[src/rtl/shader_raster_seq.sv]
// shader_raster_seq: VGA raster sequencer for the tiny shader pipeline.
// A single h/v counter pair drives sync, blanking and line/frame strobes.
// The shader memory/executor is sequenced one cell (NUM_INSTR clocks) ahead
// of the beam. Each finished cell colour is latched for display on the next
// NUM_INSTR pixels. A frame-stepped 8-bit time value with selectable modes
// is also kept here.
// Optional feature: define SHADER_RASTER_GRID_EN to add the grid_i overlay.
module shader_raster_seq #(
  parameter int WIDTH     = 640,
  parameter int HEIGHT    = 480,
  parameter int HFRONT    = 16,
  parameter int HSYNC     = 96,
  parameter int HBACK     = 48,
  parameter int VFRONT    = 10,
  parameter int VSYNC     = 2,
  parameter int VBACK     = 33,
  parameter bit SYNC_POL  = 1'b1,
  parameter int NUM_INSTR = 12,
  parameter int COLOR_W   = 6
) (
  input  logic                                   clk_i,
  input  logic                                   rst_i,
  input  logic [1:0]                             time_mode_i,
  input  logic [COLOR_W-1:0]                     rgb_i,
`ifdef SHADER_RASTER_GRID_EN
  input  logic                                   grid_i,
`endif
  output logic                                   execute_o,
  output logic [$clog2(NUM_INSTR)-1:0]           sub_o,
  output logic [$clog2(WIDTH/NUM_INSTR)-1:0]     x_pos_o,
  output logic [$clog2(HEIGHT/NUM_INSTR)-1:0]    y_pos_o,
  output logic [7:0]                             time_o,
  output logic                                   hsync_o,
  output logic                                   vsync_o,
  output logic                                   next_line_o,
  output logic                                   next_frame_o,
  output logic [COLOR_W-1:0]                     rgb_o
);

  localparam int HTOTAL = WIDTH + HFRONT + HSYNC + HBACK;
  localparam int VTOTAL = HEIGHT + VFRONT + VSYNC + VBACK;
  localparam int CW     = WIDTH / NUM_INSTR;
  localparam int CH     = HEIGHT / NUM_INSTR;
  localparam int HW     = $clog2(HTOTAL);
  localparam int VW     = $clog2(VTOTAL);
  localparam int SW     = $clog2(NUM_INSTR);
  localparam int XW     = $clog2(CW);
  localparam int YW     = $clog2(CH);

  // All position comparisons are done on zero-extended 32-bit values so that
  // bounds equal to a power of two never overflow the counter width.
  localparam logic [31:0] H_LAST    = 32'(HTOTAL - 1);
  localparam logic [31:0] V_LAST    = 32'(VTOTAL - 1);
  localparam logic [31:0] H_LA_PRE  = 32'(HTOTAL - NUM_INSTR - 1);
  localparam logic [31:0] H_LA_WRAP = 32'(HTOTAL - NUM_INSTR);
  localparam logic [31:0] H_CELLS   = 32'(CW * NUM_INSTR);
  localparam logic [31:0] V_CELLS   = 32'(CH * NUM_INSTR);
  localparam logic [31:0] H_EXE_END = 32'(CW * NUM_INSTR - NUM_INSTR);
  localparam logic [31:0] H_VIS     = 32'(WIDTH);
  localparam logic [31:0] V_VIS     = 32'(HEIGHT);
  localparam logic [31:0] HS_START  = 32'(WIDTH + HFRONT);
  localparam logic [31:0] HS_END    = 32'(WIDTH + HFRONT + HSYNC);
  localparam logic [31:0] VS_START  = 32'(HEIGHT + VFRONT);
  localparam logic [31:0] VS_END    = 32'(HEIGHT + VFRONT + VSYNC);

  logic [HW-1:0]      h_cnt;
  logic [VW-1:0]      v_cnt;
  logic [VW-1:0]      lv_cnt;
  logic [SW-1:0]      ly_sub;
  logic [YW-1:0]      ly_cell;
  logic               armed;
  logic [SW-1:0]      sub_q;
  logic [XW-1:0]      x_q;
  logic [COLOR_W-1:0] rgb_p1;
  logic               vld_p0;
  logic [7:0]         time_q;
  logic               dir_down;

  logic [31:0] h_w, v_w, lv_w;
  logic        line_end, v_last, la_pre, la_in, last_slot, vis;

  assign h_w  = 32'(h_cnt);
  assign v_w  = 32'(v_cnt);
  assign lv_w = 32'(lv_cnt);

  assign line_end = (h_w == H_LAST);
  assign v_last   = (v_w == V_LAST);
  // Clock after which the lookahead column wraps to la=0 and lv moves on.
  assign la_pre   = (h_w == H_LA_PRE);

  // Next step of the frame time for the given mode; returns {dir_down, time}.
  function automatic logic [8:0] time_step(input logic [1:0] mode,
                                           input logic [7:0] t,
                                           input logic       down);
    logic [7:0] nt;
    logic       nd;
    nt = t;
    nd = down;
    case (mode)
      2'b01: nt = t + 8'd1;
      2'b11: nt = t - 8'd1;
      2'b10: begin
        nt = down ? (t - 8'd1) : (t + 8'd1);
        if (nt == 8'hFF)      nd = 1'b1;
        else if (nt == 8'h00) nd = 1'b0;
      end
      default: ;
    endcase
    return {nd, nt};
  endfunction

  // Beam counters: h runs over the whole line, v steps on the line strobe.
  always_ff @(posedge clk_i or posedge rst_i) begin
    if (rst_i) begin
      h_cnt <= '0;
      v_cnt <= '0;
    end else if (line_end) begin
      h_cnt <= '0;
      v_cnt <= v_last ? '0 : v_cnt + VW'(1);
    end else begin
      h_cnt <= h_cnt + HW'(1);
    end
  end

  // Lookahead line and cell row; arm execution at the first clean frame start
  // so a run cut by reset never reaches the colour latch.
  always_ff @(posedge clk_i or posedge rst_i) begin
    if (rst_i) begin
      lv_cnt  <= '0;
      ly_sub  <= '0;
      ly_cell <= '0;
      armed   <= 1'b0;
    end else if (la_pre) begin
      if (v_last) begin
        lv_cnt  <= '0;
        ly_sub  <= '0;
        ly_cell <= '0;
        armed   <= 1'b1;
      end else begin
        lv_cnt <= v_cnt + VW'(1);
        if (ly_sub == SW'(NUM_INSTR - 1)) begin
          ly_sub  <= '0;
          ly_cell <= (ly_cell == YW'(CH - 1)) ? '0 : ly_cell + YW'(1);
        end else begin
          ly_sub <= ly_sub + SW'(1);
        end
      end
    end
  end

  // Lookahead column is inside the cell area either just before the line wrap
  // (cell 0) or in the first CW-1 cells of the current line.
  assign la_in     = (h_w >= H_LA_WRAP) || (h_w < H_EXE_END);
  assign execute_o = armed && la_in && (lv_w < V_CELLS);
  assign last_slot = (sub_q == SW'(NUM_INSTR - 1));

  // Instruction slot and cell column, cleared whenever execution stops.
  always_ff @(posedge clk_i or posedge rst_i) begin
    if (rst_i) begin
      sub_q <= '0;
      x_q   <= '0;
    end else if (!execute_o) begin
      sub_q <= '0;
      x_q   <= '0;
    end else if (last_slot) begin
      sub_q <= '0;
      x_q   <= (x_q == XW'(CW - 1)) ? '0 : x_q + XW'(1);
    end else begin
      sub_q <= sub_q + SW'(1);
    end
  end

  assign sub_o   = sub_q;
  assign x_pos_o = x_q;
  assign y_pos_o = ly_cell;

  // ---- stage p0 -> p1: executor result captured on the last slot ----
  assign vld_p0 = execute_o && last_slot;

  // Colour latch holds a finished cell for the NUM_INSTR pixels it covers.
  always_ff @(posedge clk_i or posedge rst_i) begin
    if (rst_i)       rgb_p1 <= '0;
    else if (vld_p0) rgb_p1 <= rgb_i;
  end

  // Frame-stepped time value; mode is sampled on the frame strobe.
  always_ff @(posedge clk_i or posedge rst_i) begin
    if (rst_i) begin
      time_q   <= '0;
      dir_down <= 1'b0;
    end else if (next_frame_o) begin
      {dir_down, time_q} <= time_step(time_mode_i, time_q, dir_down);
    end
  end

  assign time_o       = time_q;
  assign next_line_o  = line_end;
  assign next_frame_o = line_end && v_last;
  assign hsync_o      = ((h_w >= HS_START) && (h_w < HS_END)) ? SYNC_POL : !SYNC_POL;
  assign vsync_o      = ((v_w >= VS_START) && (v_w < VS_END)) ? SYNC_POL : !SYNC_POL;

  // Only whole cells of the visible area are shown; the rest is blanked.
  assign vis = (h_w < H_CELLS) && (v_w < V_CELLS) && (h_w < H_VIS) && (v_w < V_VIS);

`ifdef SHADER_RASTER_GRID_EN
  logic [SW-1:0] hm_cnt;
  logic [SW-1:0] vm_cnt;
  logic          grid_hit;

  // Beam position modulo the cell edge, for the grid overlay.
  always_ff @(posedge clk_i or posedge rst_i) begin
    if (rst_i) begin
      hm_cnt <= '0;
      vm_cnt <= '0;
    end else if (line_end) begin
      hm_cnt <= '0;
      if (v_last)                                vm_cnt <= '0;
      else if (vm_cnt == SW'(NUM_INSTR - 1))     vm_cnt <= '0;
      else                                       vm_cnt <= vm_cnt + SW'(1);
    end else begin
      hm_cnt <= (hm_cnt == SW'(NUM_INSTR - 1)) ? '0 : hm_cnt + SW'(1);
    end
  end

  assign grid_hit = grid_i && ((hm_cnt == '0) || (vm_cnt == '0));
`endif

  // Blanked display colour, with the optional grid drawn on top.
  always_comb begin
    rgb_o = '0;
    if (vis) begin
      rgb_o = rgb_p1;
`ifdef SHADER_RASTER_GRID_EN
      if (grid_hit) rgb_o = '1;
`endif
    end
  end

endmodule

[config.mk]
export PLATFORM = sky130hd
export DESIGN_NAME = shader_raster_seq
export DESIGN_NICKNAME = d
export VERILOG_FILES = /design/src/rtl/shader_raster_seq.sv
export SDC_FILE = /design/constraint.sdc
export NUM_CORES = 1
export LEC_CHECK = 0
export ABC_AREA = 1
export CORE_UTILIZATION = 50
export DETAILED_ROUTE_END_ITERATION = 12
export GPL_ROUTABILITY_DRIVEN = 0
export MAX_ROUTING_LAYER = met4
export PLACE_DENSITY = 0.73
export REMOVE_ABC_BUFFERS = 1
export SLEW_MARGIN = 20
export SYNTH_ARGS = -nofsm -noshare
export SYNTH_HDL_FRONTEND = slang
export SYNTH_SLANG_ARGS = --single-unit
[constraint.sdc]
create_clock -name clk_i -period 2.5 [get_ports clk_i]
set_input_delay 0.625 -clock clk_i [delete_from_list [all_inputs] [get_ports clk_i]]
set_output_delay 0.625 -clock clk_i [all_outputs]
set_load 0.02 [all_outputs]
* Yosys cells after proc, flatten, opt, wreduce, memory -nomap -nowiden
Index checks and enable logic that the tools add are counted.
Storage, ports and cells: bits in registers 66, latch bits 0, bits in writable memories 0, ROM bits 0, bits of input ports 10, logic and storage cells 78, memories kept 0
Operators by class: $add $sub $neg 8, multiply operators 0, divide/modulo/power cells 0, magnitude comparators 10, eq/ne operators 12, shifts and indexed selects 0, muxes and demuxes 19, bitwise gates (word level) 0, reductions and logical operators 18
Operators by type and width (number):
- 2-to-1 mux 6 bit | 7
- < comparator 10 bit, second input constant | 4
- == test 10 bit, second input constant | 3
- < comparator 10 x 9 -> 1 bit, second input constant | 3
- case mux 8 bit (3 select lines) | 1
- adder 10 x 1 -> 10 bit, second input constant | 2
- >= comparator 10 bit, second input constant | 2
- 2-to-1 mux 10 bit | 2
- 2-to-1 mux 4 bit | 4
- adder 6 x 1 -> 6 bit, second input constant | 2
- == test 6 bit, second input constant | 2
- >= comparator 10 x 9 -> 1 bit, second input constant | 1
- logical AND 1 bit | 9
- adder 4 x 1 -> 4 bit, second input constant | 2
- adder 8 x 1 -> 8 bit, second input constant | 1
- == test 4 bit, second input constant | 2
- == test 8 bit, second input constant | 1
- logical NOT 8 bit | 1
- 2-to-1 mux 8 bit | 1
- subtractor 8 x 1 -> 8 bit, second input constant | 1
- AND reduction 2 bit | 3
- == test 2 bit, second input constant | 2
- 2-to-1 mux 1 bit | 4
- nonzero test 2 bit | 2
- other kinds (5) | 5

* Longest topological paths before layout
depth in word-level cells 5, depth in mapped cells 12, depth with buffers taken out 12

* Least setup slack after synthesis
No wires, ideal clock.
kind reg2out, start point register h_cnt[4], end point output port rgb_o[0], data arrival time 1.316 ns, setup slack 0.559 ns, cell stages (with the launch flop) 9, path buffers 1, path through dfrtp_1 buf_2 nand2_1 inv_1 nand2_1 nand2_1 nand2_1 o2111ai_1 nor2_1
Between the ends: longest elaborated chain between the ends 5
Ends and longest elaborated chain:
- start: declaration | line 66 | logic [HW-1:0] h_cnt;
- start signal: assignment | line 121 | h_cnt <= h_cnt + HW'(1);
- < comparator 10 bit | line 203 | assign vis = (h_w < H_CELLS) && (v_w < V_CELLS) && (h_w < H_VIS) && (v_w < V_VIS);
- logical AND 1 bit | line 203
- logical AND 1 bit (*) (2 in series) | line 203
- 2-to-1 mux 6 bit (*) | line 231 | if (vis) begin
- end: declaration | line 37 | output logic [COLOR_W-1:0] rgb_o
Every way passes the cells marked *; elsewhere a longest branch is shown, timed or not.

* Final worst setup path
start point register h_cnt[8], end point output port execute_o
Between the ends: longest elaborated chain between the ends 4
Ends and longest elaborated chain:
- >= comparator 10 bit or < comparator 10 bit (tied branches) | line 153 | assign la_in = (h_w >= H_LA_WRAP) || (h_w < H_EXE_END);
- logical OR 1 bit (*) | line 153
- logical AND 1 bit (*) (2 in series) | line 154 | assign execute_o = armed && la_in && (lv_w < V_CELLS);
- end: declaration | line 28 | output logic execute_o,
Marked as above.

==> run metrics <==
Port Buffers 44; Overflow after GRT 0; Yosys cell types 38; largest family of logic cells by synthesized area simple AND/OR/NAND/NOR gates; Synth Area in XOR/XNOR 3.63%; number of diodes 0; nets 561; crit end category output port; Synth Register Bits roughly 60; worst reg2reg setup slack about 400 ps; critical path's slowest cell dfrtp_1; Final Hold Viols 0; largest net degree at the start of global routing 24; H-tree levels 3; worst-case clock skew roughly 10 ps; CTS tree done; Synth Area in Compound Gates 11.0%; setup violators final 0; YS warnings 0; max cap viols 0; drt pass-1 iters 5; CTS Buf Count 9; max incr delay on CP ~420 ps; worst ir drop on vdd 0.000252 V; Reg-to-Reg Start time_o[0]; mean post-synth cell area 7.59 sq um; Worst Max-Slew Pin Slew between 400 and 500 ps; clk slew on worst S/H paths about 70 ps; via count 3292; pwr dens about 440 nW/um^2; initial antenna violation count 0; core area around 6900 sq um; Gate Count Post-Synth 477; DP Area 4250 sq um; Final Cycle Share around 96%; Clock Root Buffer clkbuf_8; Max-slew headroom 69.5%; post-synthesis simple-gate area fraction a little under a third; # hold bufs at CTS 0; drt total wl 8.00 mm; mapped cell area 3620 sq um; fin util between 60% and 70%; CTS sink count 61; final setup TNS 0 ps; Hold Path Depth 2; Max Freq around 420 MHz; number of routed nets with antenna violations 0; min-delay src armed; number of global-route vias before repair 3095; DR WL/cell around 13 um; first-pass GRT wire length 13.3 mm; post-route cell area 4460 sq um; DIE WIDTH 87.1 um; WHS Endpoint armed; overall routing resource usage 23.3%; Syn-to-layout area delta 23.3%; WP data required 1880 ps; 1st-iter DRT viols 177; crit path cell chain nand2_2 -> inv_1 -> nand4_1 -> nand3_2 -> inv_1 -> dlygate4sd2_1; worst endpoint data arrival time 1770 ps; Adder-Cell Fraction of Synth Area 4.15%; Critical R2R Capture dir_down; worst skew pair latency 330 ps; most used cell, CP inv_1; Die H approximately 87 um; # fillers ~640; Worst R2R Path Depth 12; Row Count 30; register area share after synthesis a little over two fifths; Startpoint Class flop; Setup CP Type flop to output port; status completed; vias per cell approximately 5; crit path max fanout 5; most common cell after layout, fill and taps aside nand2_1; Die ar. 7580 sq um; commonest cells after routing, fill and taps aside 104 x nand2_1, 64 x inv_1, 60 x dfrtp_1; fin. max-slew vios 0; crit path time final 2390 ps; post-synthesis mux area share 0%; HPWL Detailed around 6.1 mm; leakage 0.00213 uW; Tightest Hold Check Type flop to flop; # DRC 0; IO Count 45; Starting Density 52.4%; Longest Clk Path Bufs 2; layout cells sized above 1 10.8%
-- how the worst max path moves through the flow --
stage | start | endpoint | slack, ps | cells past startpoint
final | h_cnt[8] | execute_o | 110 | 6
after global routing | h_cnt[5] | execute_o | -10 | 8
after CTS | h_cnt[5] | rgb_o[4] | 20 | 8
after detailed placement | h_cnt[5] | rgb_o[4] | -2 | 8
after global placement | h_cnt[5] | rgb_o[1] | 90 | 8
after floorplan | rst_i | armed | 360 | 1
-- layer usage --
metal,GRT usage (%),wire length [um],vias up
met4,9.70,142,0
met1,27.3,3590,1514
met5,-,0,-
li1,-,-,1672
met2,39.2,3930,93
met3,4.36,337,13
-- through the flow --
step | hold WS [ps] | worst slack [ps] | cells | total power (uW)
2_1_floorplan | 422 | 362 | 471 | 1030
5_1_grt | 482 | -12.6 | 640 | 2020
4_1_cts | 474 | 19.4 | 640 | 1960
3_3_place_gp | 442 | 92.5 | 624 | 1060
3_5_place_dp | 457 | -1.82 | 624 | 1060
6_report | 466 | 110 | 640 | 1950
-- sequential cells by signal (all words and copies together) (netlist names), 4 cells and up --
register  cells
time_o        8
v_cnt        10
rgb_p1        6
x_pos_o       6
sub_o         4
h_cnt        10
y_pos_o       6
ly_sub        4
lv_cnt        5
-- cell usage after synthesis --
master     number  share of area [%]
a211oi_2        2               0.69
a21boi_0        2               0.41
a21o_1          1               0.21
a21oi_1        19                2.6
a22oi_1         4               0.83
buf_2           3               0.41
buf_4           1               0.21
buf_6           1               0.31
clkbuf_1        1               0.10
clkinv_1        1               0.10
clkinv_2        1               0.14
dfrtp_1        61                 42
ha_1           12                4.1
inv_1          66                6.8
inv_2           4               0.41
nand2_1       104                 11
nand2_2         3               0.52
nand3_1        42                5.8
nand3_2         3               0.83
nand3b_1        1               0.21
nand3b_4        1               0.55
nand4_1        11                1.9
nor2_1         50                5.2
nor2_2          4               0.69
nor2_4          1               0.31
nor3_1         12                1.7
nor3_4          2               0.90
nor3b_1         3               0.62
nor4_1          1               0.17
o2111ai_1       1               0.24
o21a_1          1               0.21
o21ai_0        33                4.6
o21ai_1         5               0.69
o22ai_1         3               0.52
or2_0           1               0.17
or2_1           1               0.17
xnor2_1         4               0.97
xor2_1         11                2.7
-- cells by family (layout without fill, tap and decap cells) --
| logic type | after synthesis | in the layout |
|---|---|---|
| AND/OR/NAND/NOR | 240 | 240 |
| buffers and inverters | 78 | 145 |
| AO/OA/AOI/OAI | 71 | 71 |
| flip-flops | 61 | 61 |
| XOR/XNOR | 15 | 15 |
| adder cells (fa/ha/maj) | 12 | 12 |
-- final cells by class --
class | instances | area (sq um) | share of cell area [%]
multi-input combinational | 338 | 1810 | 40.5
sequential | 61 | 1530 | 34.2
timing repair buffer | 57 | 526 | 11.8
inverter | 72 | 272 | 6.09
clock buffer | 11 | 151 | 3.39
tap | 96 | 120 | 2.69
clock inverter | 5 | 58.8 | 1.32
-- power by group --
group	switching, uW	internal, uW	leakage, uW
Sequential	0	986	0.000765
Combinational	33.0	22.5	0.00126
Clock	390	515	0.000102
Total	423	1520	0.00213
-- critical path, delay by kind of cell, from the launching register on --
kind          cells  cell delay (ps)
buf+inv           3              560
simple gates      3              470
flops             1              420
-- what timing repair did --
item                                    CTS  global route
endpoints found under the hold margin     0             0
setup buffers                             0             0
resized for setup                        11            14
endpoints found under the setup margin   10             8
No activity file was read; power rests on OpenSTA's default activity.
